**src/rtl/mem_arbiter_if.sv**
```systemverilog
// Request/fill/memory bundle between the two cache miss handlers, the MEM-stage store
// path and the shared main memory. The slave modport is the arbiter's view.
interface mem_arbiter_if #(
  parameter int unsigned ADDR_W = 16,
  parameter int unsigned DATA_W = 16,
  parameter int unsigned WORD_W = 3
) ();
  // I-cache fill port
  logic              ic_miss_req;
  logic [ADDR_W-1:0] ic_miss_addr;
  logic              ic_fill_valid;
  logic              ic_fill_done;
  // D-cache fill and write-through port
  logic              dc_miss_req;
  logic [ADDR_W-1:0] dc_miss_addr;
  logic              dc_fill_valid;
  logic              dc_fill_done;
  logic              dc_wr_req;
  logic [ADDR_W-1:0] dc_wr_addr;
  logic [DATA_W-1:0] dc_wr_data;
  logic              dc_wr_ack;
  // Shared fill return
  logic [DATA_W-1:0] fill_data;
  logic [WORD_W-1:0] fill_word;
  // Main memory
  logic              mem_en;
  logic              mem_wr;
  logic [ADDR_W-1:0] mem_addr;
  logic [DATA_W-1:0] mem_wdata;
  logic [DATA_W-1:0] mem_rdata;
  logic              mem_rvalid;
  logic              busy;

  modport slave (
    input  ic_miss_req, ic_miss_addr, dc_miss_req, dc_miss_addr,
    input  dc_wr_req, dc_wr_addr, dc_wr_data, mem_rdata, mem_rvalid,
    output ic_fill_valid, ic_fill_done, dc_fill_valid, dc_fill_done, dc_wr_ack,
    output fill_data, fill_word, mem_en, mem_wr, mem_addr, mem_wdata, busy
  );

  modport master (
    output ic_miss_req, ic_miss_addr, dc_miss_req, dc_miss_addr,
    output dc_wr_req, dc_wr_addr, dc_wr_data, mem_rdata, mem_rvalid,
    input  ic_fill_valid, ic_fill_done, dc_fill_valid, dc_fill_done, dc_wr_ack,
    input  fill_data, fill_word, mem_en, mem_wr, mem_addr, mem_wdata, busy
  );
endinterface

```
**src/rtl/mem_arbiter.sv**
```systemverilog
// Shared main-memory arbiter: D-side write-through stores and I/D block fills as pipelined
// reads. Define MEM_ARB_RR_EN for round-robin between the two fill requesters.
module mem_arbiter #(
  parameter int unsigned WORDS_PER_BLOCK = 8,
  parameter int unsigned ADDR_W          = 16,
  parameter int unsigned DATA_W          = 16
) (
  input logic            clk,
  input logic            rst,
  mem_arbiter_if.slave   bus
);

  localparam int unsigned WordW = $clog2(WORDS_PER_BLOCK);
  localparam int unsigned OffW  = WordW + 1;  // byte offset bits within a block

  localparam logic [WordW:0]   IssueEnd = (WordW + 1)'(WORDS_PER_BLOCK);
  localparam logic [WordW-1:0] LastWord = WordW'(WORDS_PER_BLOCK - 1);

  typedef enum logic [1:0] {StIdle, StWrite, StFillI, StFillD} state_e;

  state_e            state_q, state_d;
  logic [ADDR_W-1:0] base_q, base_d;
  logic [ADDR_W-1:0] wr_addr_q, wr_addr_d;
  logic [DATA_W-1:0] wr_data_q, wr_data_d;
  logic [WordW:0]    issue_cnt_q, issue_cnt_d;
  logic [WordW-1:0]  ret_cnt_q, ret_cnt_d;
  logic              grant_dc_fill;

`ifdef MEM_ARB_RR_EN
  logic last_grant_q, last_grant_d;  // 1: last fill went to the D side

  assign grant_dc_fill = bus.dc_miss_req && (!bus.ic_miss_req || !last_grant_q);
`else
  assign grant_dc_fill = bus.dc_miss_req;
`endif

  function automatic logic [ADDR_W-1:0] block_base(input logic [ADDR_W-1:0] addr);
    return {addr[ADDR_W-1:OffW], {OffW{1'b0}}};
  endfunction

  always_comb begin
    state_d     = state_q;
    base_d      = base_q;
    wr_addr_d   = wr_addr_q;
    wr_data_d   = wr_data_q;
    issue_cnt_d = issue_cnt_q;
    ret_cnt_d   = ret_cnt_q;
`ifdef MEM_ARB_RR_EN
    last_grant_d = last_grant_q;
`endif

    bus.mem_en        = 1'b0;
    bus.mem_wr        = 1'b0;
    bus.mem_addr      = '0;
    bus.mem_wdata     = '0;
    bus.dc_wr_ack     = 1'b0;
    bus.ic_fill_valid = 1'b0;
    bus.ic_fill_done  = 1'b0;
    bus.dc_fill_valid = 1'b0;
    bus.dc_fill_done  = 1'b0;
    bus.fill_data     = '0;
    bus.fill_word     = '0;
    bus.busy          = (state_q != StIdle);

    unique case (state_q)
      StIdle: begin
        // Stray returns here are dropped: nothing is outstanding.
        if (bus.dc_wr_req) begin
          state_d   = StWrite;
          wr_addr_d = bus.dc_wr_addr;
          wr_data_d = bus.dc_wr_data;
        end else if (grant_dc_fill) begin
          state_d     = StFillD;
          base_d      = block_base(bus.dc_miss_addr);
          issue_cnt_d = '0;
          ret_cnt_d   = '0;
`ifdef MEM_ARB_RR_EN
          last_grant_d = 1'b1;
`endif
        end else if (bus.ic_miss_req) begin
          state_d     = StFillI;
          base_d      = block_base(bus.ic_miss_addr);
          issue_cnt_d = '0;
          ret_cnt_d   = '0;
`ifdef MEM_ARB_RR_EN
          last_grant_d = 1'b0;
`endif
        end
      end

      StWrite: begin
        bus.mem_en    = 1'b1;
        bus.mem_wr    = 1'b1;
        bus.mem_addr  = wr_addr_q;
        bus.mem_wdata = wr_data_q;
        bus.dc_wr_ack = 1'b1;
        state_d       = StIdle;
      end

      StFillI, StFillD: begin
        if (issue_cnt_q < IssueEnd) begin
          bus.mem_en   = 1'b1;
          // Base is block aligned, so the offset is OR-ed in and can never carry out.
          bus.mem_addr = base_q | ADDR_W'({issue_cnt_q[WordW-1:0], 1'b0});
          issue_cnt_d  = issue_cnt_q + (WordW + 1)'(1);
        end
        if (bus.mem_rvalid) begin
          bus.fill_data = bus.mem_rdata;
          bus.fill_word = ret_cnt_q;
          ret_cnt_d     = ret_cnt_q + WordW'(1);
          if (state_q == StFillI) bus.ic_fill_valid = 1'b1;
          else                    bus.dc_fill_valid = 1'b1;
          if (ret_cnt_q == LastWord) begin
            if (state_q == StFillI) bus.ic_fill_done = 1'b1;
            else                    bus.dc_fill_done = 1'b1;
            state_d = StIdle;
          end
        end
      end

      default: state_d = StIdle;
    endcase
  end

  always_ff @(posedge clk) begin
    if (rst) begin
      state_q     <= StIdle;
      base_q      <= '0;
      wr_addr_q   <= '0;
      wr_data_q   <= '0;
      issue_cnt_q <= '0;
      ret_cnt_q   <= '0;
`ifdef MEM_ARB_RR_EN
      last_grant_q <= 1'b0;
`endif
    end else begin
      state_q     <= state_d;
      base_q      <= base_d;
      wr_addr_q   <= wr_addr_d;
      wr_data_q   <= wr_data_d;
      issue_cnt_q <= issue_cnt_d;
      ret_cnt_q   <= ret_cnt_d;
`ifdef MEM_ARB_RR_EN
      last_grant_q <= last_grant_d;
`endif
    end
  end

endmodule
```
**src/flat_wrapper.sv**
```systemverilog
// flat-port wrapper written by rule: the top's interface ports become plain ports
module mem_arbiter_flat 
#(
  parameter int unsigned WORDS_PER_BLOCK = 8,
  parameter int unsigned ADDR_W          = 16,
  parameter int unsigned DATA_W          = 16
)
  (clk, rst, bus_ic_miss_req, bus_ic_miss_addr, bus_dc_miss_req, bus_dc_miss_addr, bus_dc_wr_req, bus_dc_wr_addr, bus_dc_wr_data, bus_mem_rdata, bus_mem_rvalid, bus_ic_fill_valid, bus_ic_fill_done, bus_dc_fill_valid, bus_dc_fill_done, bus_dc_wr_ack, bus_fill_data, bus_fill_word, bus_mem_en, bus_mem_wr, bus_mem_addr, bus_mem_wdata, bus_busy);
  mem_arbiter_if #(.ADDR_W(ADDR_W), .DATA_W(DATA_W)) bus_i ();
  input logic clk;
  input logic rst;
  input wire logic [$bits(bus_i.ic_miss_req)-1:0] bus_ic_miss_req;
  input wire logic [$bits(bus_i.ic_miss_addr)-1:0] bus_ic_miss_addr;
  input wire logic [$bits(bus_i.dc_miss_req)-1:0] bus_dc_miss_req;
  input wire logic [$bits(bus_i.dc_miss_addr)-1:0] bus_dc_miss_addr;
  input wire logic [$bits(bus_i.dc_wr_req)-1:0] bus_dc_wr_req;
  input wire logic [$bits(bus_i.dc_wr_addr)-1:0] bus_dc_wr_addr;
  input wire logic [$bits(bus_i.dc_wr_data)-1:0] bus_dc_wr_data;
  input wire logic [$bits(bus_i.mem_rdata)-1:0] bus_mem_rdata;
  input wire logic [$bits(bus_i.mem_rvalid)-1:0] bus_mem_rvalid;
  output wire logic [$bits(bus_i.ic_fill_valid)-1:0] bus_ic_fill_valid;
  output wire logic [$bits(bus_i.ic_fill_done)-1:0] bus_ic_fill_done;
  output wire logic [$bits(bus_i.dc_fill_valid)-1:0] bus_dc_fill_valid;
  output wire logic [$bits(bus_i.dc_fill_done)-1:0] bus_dc_fill_done;
  output wire logic [$bits(bus_i.dc_wr_ack)-1:0] bus_dc_wr_ack;
  output wire logic [$bits(bus_i.fill_data)-1:0] bus_fill_data;
  output wire logic [$bits(bus_i.fill_word)-1:0] bus_fill_word;
  output wire logic [$bits(bus_i.mem_en)-1:0] bus_mem_en;
  output wire logic [$bits(bus_i.mem_wr)-1:0] bus_mem_wr;
  output wire logic [$bits(bus_i.mem_addr)-1:0] bus_mem_addr;
  output wire logic [$bits(bus_i.mem_wdata)-1:0] bus_mem_wdata;
  output wire logic [$bits(bus_i.busy)-1:0] bus_busy;
  assign bus_i.ic_miss_req = bus_ic_miss_req;
  assign bus_i.ic_miss_addr = bus_ic_miss_addr;
  assign bus_i.dc_miss_req = bus_dc_miss_req;
  assign bus_i.dc_miss_addr = bus_dc_miss_addr;
  assign bus_i.dc_wr_req = bus_dc_wr_req;
  assign bus_i.dc_wr_addr = bus_dc_wr_addr;
  assign bus_i.dc_wr_data = bus_dc_wr_data;
  assign bus_i.mem_rdata = bus_mem_rdata;
  assign bus_i.mem_rvalid = bus_mem_rvalid;
  assign bus_ic_fill_valid = bus_i.ic_fill_valid;
  assign bus_ic_fill_done = bus_i.ic_fill_done;
  assign bus_dc_fill_valid = bus_i.dc_fill_valid;
  assign bus_dc_fill_done = bus_i.dc_fill_done;
  assign bus_dc_wr_ack = bus_i.dc_wr_ack;
  assign bus_fill_data = bus_i.fill_data;
  assign bus_fill_word = bus_i.fill_word;
  assign bus_mem_en = bus_i.mem_en;
  assign bus_mem_wr = bus_i.mem_wr;
  assign bus_mem_addr = bus_i.mem_addr;
  assign bus_mem_wdata = bus_i.mem_wdata;
  assign bus_busy = bus_i.busy;
  mem_arbiter #(.WORDS_PER_BLOCK(WORDS_PER_BLOCK), .ADDR_W(ADDR_W), .DATA_W(DATA_W)) u_core (.clk(clk), .rst(rst), .bus(bus_i));
endmodule
```
**config.mk**
```make
export PLATFORM = sky130hd
export DESIGN_NAME = mem_arbiter_flat
export DESIGN_NICKNAME = d
export VERILOG_FILES = /design/src/rtl/mem_arbiter_if.sv /design/src/rtl/mem_arbiter.sv /design/src/flat_wrapper.sv
export SDC_FILE = /design/constraint.sdc
export NUM_CORES = 1
export LEC_CHECK = 0
export ABC_AREA = 1
export ABC_CLOCK_PERIOD_IN_PS = 1900
export BUFFER_PORTS_ARGS = -buffer_cell sky130_fd_sc_hd__buf_2
export CAP_MARGIN = 20
export CORE_MARGIN = 10
export CORE_UTILIZATION = 45
export CTS_CLUSTER_DIAMETER = 120
export DETAILED_ROUTE_END_ITERATION = 6
export PLACE_DENSITY = 0.8
export SYNTH_ARGS = -nofsm -noshare
export SYNTH_HDL_FRONTEND = slang
export SYNTH_SLANG_ARGS = --single-unit
```
**constraint.sdc**
```tcl
create_clock -name clk -period 1.9 [get_ports clk]
set_clock_uncertainty 0.05 [all_clocks]
set_input_delay 0.38 -clock clk [delete_from_list [all_inputs] [get_ports clk]]
set_output_delay 0.38 -clock clk [all_outputs]
set_load 0.1 [all_outputs]
```
==> flow_summary.yaml, run 1 <==
status:
  outcome: "complete, but fails checks"
  violations: "setup timing"
global_route:
  antenna_found_initial: 0
  grt_pass1_wl_um: 15700
  grt_max_degree: 54
  grt.overflow.total: 0
  grt_pass1_vias: 3211
  grt.total_usage_pct: 19.6
route:
  drt-total-wl_um: 10600
  route.detailed.drc: 0
  drt_iter0_drc: 252
  viasPerCell: 5.10
  detail_route.first_pass.iterations: 4
  vias: 3164
  postRouteAntennaNets: 0
  routedWlPerCell_um: 17.0
cells_and_area:
  final_cell_mix: "buf_2, nand2_1, buf_12"
  final_common_cell: "buf_2"
  areaGrowthSynthToFinish_pct: 83.8
  num-nets-final: 633
  drive_above_1_share_pct: 45.3
  stdcell_count: 620
  nFillCells: 307
  utilization_pct: 84.5
  diodes: 0
logic_synthesis:
  synthSimpleGateAreaFrac_pct: 25.6
  synth.avg_cell_area_um2: 6.67
  synth_edf_count: 0
  synth_top_family_by_area: "simple AND/OR/NAND/NOR gates"
  synth_fa_ha_area_share_pct: 1.39
  synth_compound_area_share_pct: 18.5
  syn_nets: 495
  ys.flop_type: "dfxtp_1"
  ys_seq_area_share_pct: 39.2
  synth-seq-cells: 53
  synth.distinct_cells: 24
  syn_area_um2: 2710
  syn_inst: 406
  synthXorXnorAreaFrac_pct: 0
  synthArstFlopShare_pct: 0
  synth.largest_area_cell: "dfxtp_1"
  synthMuxAreaShare_pct: 0
  synth_top_area_share_pct: 39.2
  yosysWarnings: 0
  synthTopCellsByArea: "dfxtp_1, nand2_1, nor2_1, inv_1, o21ai_0"
sta:
  rsz0062_at_grt: "true"
  setup_viol: 1
  max_freq_mhz: 511
  maxSlewViolCount: 0
  hold_viol_final: 0
  min_period_ns: 1.96
  relSlewSlack_pct: 56.6
  period_share_pct: 103
  worstMarginPinSlew_ns: 0.650
  worst_slack_ns: -0.0554
hold_path:
  hp-class: "input port to flip-flop"
pwr:
  irDropWorstVdd_mv: 0.467
  power_leakage_nw: 2.17
  power_density_nw_per_um2: 715
placed_design:
  place_hpwl_um: 7290
  place_ws_ns: 0.115
  gp_congestion: 0.837
  portBuffers: 136
  dpl.cell_count: 601
critical_path:
  cp_data_required_time_ns: 1.47
  path_class: "flip-flop to output port"
  end_kind: "output port"
  arrival_ns: 1.53
  start_kind: "flip-flop"
  cp_max_fo: 5
clock_tree:
  htreeDepth: 2
  root_buffer: "clkbuf_8"
  clockBufferDepth: 2
  clk_pin_slew_worst_paths_ns: 0.11
  cts_tree: "built"
  clkSinkCount: 53
  cts_made_buffers: 5
  clk_latency_ns: 0.33
die:
  rows: 28
  coreArea_um2: 5890
  start_util_pct: 46.0
  die_area_um2: 9520
  die_w_um: 97.6
  io_pins: 145
  die_height_um: 97.6
run:
  maxCapViolCount: 0
==> layout make-up <==
| type | count | area, µm² | area share [%] |
|---|---|---|---|
| repair buffers | 153 | 1760 | 35.3 |
| flip-flops and latches | 53 | 1070 | 21.5 |
| inverters | 65 | 259 | 5.21 |
| well taps | 75 | 93.8 | 1.89 |
| multi-input cells | 266 | 1700 | 34.1 |
| clock inverters | 3 | 28.8 | 0.578 |
| clock buffers | 5 | 68.8 | 1.38 |
==> where the power goes <==
part	leakage [nW]	internal, mW	switching [mW]	total [mW]
Clock	0.0506	0.276	0.422	0.699
Sequential	0.439	1.22	0.0595	1.28
Combinational	1.68	0.532	1.05	1.58
Total	2.17	2.03	1.53	3.56
==> worst paths after layout <==
| check | cells after the start | start | slack [ns] | to |
|---|---|---|---|---|
| setup / recovery | 5 | u_core.state_q[1] | -0.06 | bus_mem_addr[4] |
| setup reg to reg | 7 | u_core.state_q[1] | 0.11 | u_core.issue_cnt_q[3] |
| hold / removal | 3 | bus_dc_wr_addr[14] | 0.23 | u_core.wr_addr_q[14] |
| hold reg to reg | 2 | u_core.wr_addr_q[8] | 0.45 | u_core.wr_addr_q[8] |
==> metrics by stage <==
step | total power [mW] | area, µm² | hold WS [ns] | setup TNS (ns)
final | 3.56 | 4970 | 0.230 | -0.0554
after floorplan | 2.31 | 3090 | 0.390 | -7.23
after detailed placement | 2.78 | 4650 | 0.405 | 0
after global placement | 2.73 | 4650 | 0.401 | 0
after CTS | 3.50 | 4840 | 0.234 | -0.0122
after global routing | 3.69 | 4970 | 0.270 | -0.680
==> synthesized netlist by cell type, types with 3 or more instances <==
| master | number |
|---|---|
| ha_1 | 3 |
| buf_2 | 6 |
| o21ai_0 | 40 |
| dfxtp_1 | 53 |
| buf_6 | 6 |
| o21ai_1 | 22 |
| buf_4 | 3 |
| a21oi_1 | 38 |
| nand2_1 | 77 |
| nand3_1 | 4 |
| nor2_1 | 71 |
| inv_1 | 61 |
| clkbuf_1 | 7 |
==> registers in the layout, indices dropped and copies added, names as in the netlist <==
name                cells
u_core.base_q          12
u_core.issue_cnt_q      4
u_core.ret_cnt_q        3
u_core.state_q          2
u_core.wr_addr_q       16
u_core.wr_data_q       16
==> cells by family after synthesis <==
family	after synthesis
compound gates	100
fa+ha+maj	3
buf+inv	88
flops	53
simple gates	162
==> metal layers <==
layer | track usage (%) | up-vias | part of all wire (%)
met1 | 20.3 | 1462 | 37
met3 | 5.41 | 29 | 6.3
met4 | 9.28 | 0 | 3.1
li1 | - | 1533 | -
met5 | 0 | - | 0
met2 | 35.5 | 140 | 54
==> critical path: stages, from the launching register on <==
cell and delay [ns]:
dfxtp_4 0.39, buf_4 0.15, nor2_4 0.16, nand2_1 0.18
o21ai_4 0.12, buf_12 0.19
==> what timing repair did <==
item                                    4_1_cts  5_1_grt
pin swaps                                     2        2
buffers inserted                              6        3
endpoints found under the setup margin       56       52
hold endpoints to repair                      0        0
resized for setup                             8       24
cloned                                        1        1
hold buffers                                  0        0
No activity file was read; power rests on OpenSTA's default activity.
==> run 2: changes to the inputs <==
- CORE_UTILIZATION: 45 -> 48
- PLACE_DENSITY: 0.8 -> 0.85
==> run 2 against run 1 <==
The flow still finishes with violations (setup timing). Register-to-register slack better by 0.08 ns. Critical path type unchanged. Combinational power up 9%. Clock-buffer cell count up 1. Critical path depth up 2. Critical endpoint is now bus_mem_addr[6]. Global-route usage up 7.7 points. Largest power group unchanged. Highest routed layer unchanged.
==> flow_summary.yaml, run 2 (synthesis results as in run 1) <==
pwr:
  power_density_nw_per_um2: 734
  irDropWorstVdd_mv: 0.501
  power_leakage_nw: 2.21
  power.total_mw: 3.71
clock_tree:
  holdBufCountCts: 0
  clk_pin_slew_worst_paths_ns: 0.10
  clk_latency_ns: 0.32
  cts_tree: "built"
  htreeDepth: 2
  cts_made_buffers: 5
  root_buffer: "clkbuf_8"
  clkSinkCount: 53
  clockBufferDepth: 2
sta:
  max_freq_mhz: 498
  min_period_ns: 2.01
  maxSlewViolCount: 0
  period_share_pct: 106
  worst_slack_ns: -0.108
  worstMarginPinSlew_ns: 0.372
  rsz0062_at_grt: "true"
  hold_viol_final: 0
  setup_tns_ns: -2.14
  relSlewSlack_pct: 74.9
  setup_viol: 43
cells_and_area:
  drive_above_1_share_pct: 45.9
  final_cell_mix: "buf_2, buf_12, nand2_1"
  final_common_cell: "buf_2"
  num-nets-final: 635
  top_regs: "u_core.wr_addr_q (16), u_core.wr_data_q (16), u_core.base_q (12)"
  areaGrowthSynthToFinish_pct: 86.8
  stdcell_count: 620
global_route:
  grt_pass1_wl_um: 19200
  grt_pass1_vias: 3626
  grt.overflow.total: 0
  grt_max_degree: 54
  antenna_found_initial: 0
  grt.total_usage_pct: 27.2
route:
  routedWlPerCell_um: 23.9
  postRouteAntennaNets: 0
  drt_iter0_drc: 453
  route.detailed.drc: 0
  viasPerCell: 5.92
  drt-total-wl_um: 14800
  vias: 3673
  detail_route.first_pass.iterations: 6
critical_path:
  crit_path_max_incr_delay_ns: 0.38
  start_kind: "flip-flop"
  crit_chain: "buf_6 > nor2_8 > buf_12 > buf_6 > nand2_2 > o21ai_4 > buf_12"
  end_kind: "output port"
  cp_slowest_cell: "dfxtp_4"
  cp_max_fo: 4
  reg2reg_depth: 5
  arrival_ns: 1.58
  path_class: "flip-flop to output port"
  cp_data_required_time_ns: 1.47
placed_design:
  gp_congestion: 0.843
  place_hpwl_um: 8000
  portBuffers: 136
  dpl.cell_count: 599
status:
  outcome: "complete, but fails checks"
  violations: "setup timing"
die:
  io_pins: 145
  die_area_um2: 9040
  start_util_pct: 49.5
  rows: 27
  coreArea_um2: 5470
  die_height_um: 95.1
  die_w_um: 95.1
hold_path:
  hp-class: "input port to flip-flop"
  worstHoldPathCells: 3
run:
  maxCapViolCount: 0
-- run 2: cell types whose count changed in the layout (fill, tap and decap cells not counted), sizes merged --
cell and delta:
clkinv +1, diode +1, buf +1, inv -1, bufbuf +1
-- run 2: critical path, delay by kind of cell (launching register included) --
family                 cells  cell delay, ns
AO/OA/AOI/OAI              1            0.08
flip-flops                 1            0.38
buffers and inverters      4            0.59
AND/OR/NAND/NOR            2            0.19
-- run 2: power breakdown --
group          switching, mW  leakage [nW]  total [mW]  internal, mW
registers             0.0775         0.439        1.30          1.22
logic                   1.17          1.72        1.72         0.551
clock network          0.398        0.0512       0.694         0.296
total                   1.64          2.21        3.71          2.07
-- run 2: what timing repair did --
action | 4_1_cts | 5_1_grt
pin swaps | 2 | 2
gates cloned | 3 | 0
setup endpoints to repair | 56 | 44
gates resized for setup | 27 | 14
buffers inserted | 7 | 2
-- run 2: worst paths after layout --
path                          start                  end  slack, ns
setup / recovery  u_core.state_q[1]      bus_mem_addr[6]      -0.11
hold / removal    bus_dc_wr_addr[2]  u_core.wr_addr_q[2]       0.25
setup reg to reg  u_core.state_q[0]  u_core.wr_addr_q[9]       0.19
hold reg to reg   u_core.base_q[12]    u_core.base_q[12]       0.48
-- run 2: per-layer routing --
metal  wire (µm)  share of wire [%]  GRT usage [%]
met4        1110                7.5           15.1
met2        7010                 47           48.4
met5           0                  0              0
met1        5090                 34           28.5
met3        1600                 11           7.54
-- run 2: cell type report --
class | count | area [µm²]
clock buffers | 6 | 82.6
repair inverters | 1 | 11.3
clock inverters | 2 | 13.8
well taps | 72 | 90.1
repair buffers | 154 | 1800
flip-flops and latches | 53 | 1070
diodes | 1 | 2.50
multi-input cells | 266 | 1720
fillers | 174 | 418
inverters | 65 | 267
-- run 2: metrics by stage --
stage / area (µm²) / utilization [%] / hold WS, ns / worst slack (ns)
final: 5050 / 92.4 / 0.252 / -0.108
after global routing: 5050 / 92.3 / 0.271 / -0.112
after CTS: 4990 / 91.3 / 0.255 / -0.0245
after detailed placement: 4680 / 85.5 / 0.421 / 0.102
after global placement: 4680 / 85.5 / 0.401 / 0.157
after floorplan: 3090 / - / 0.390 / -0.348
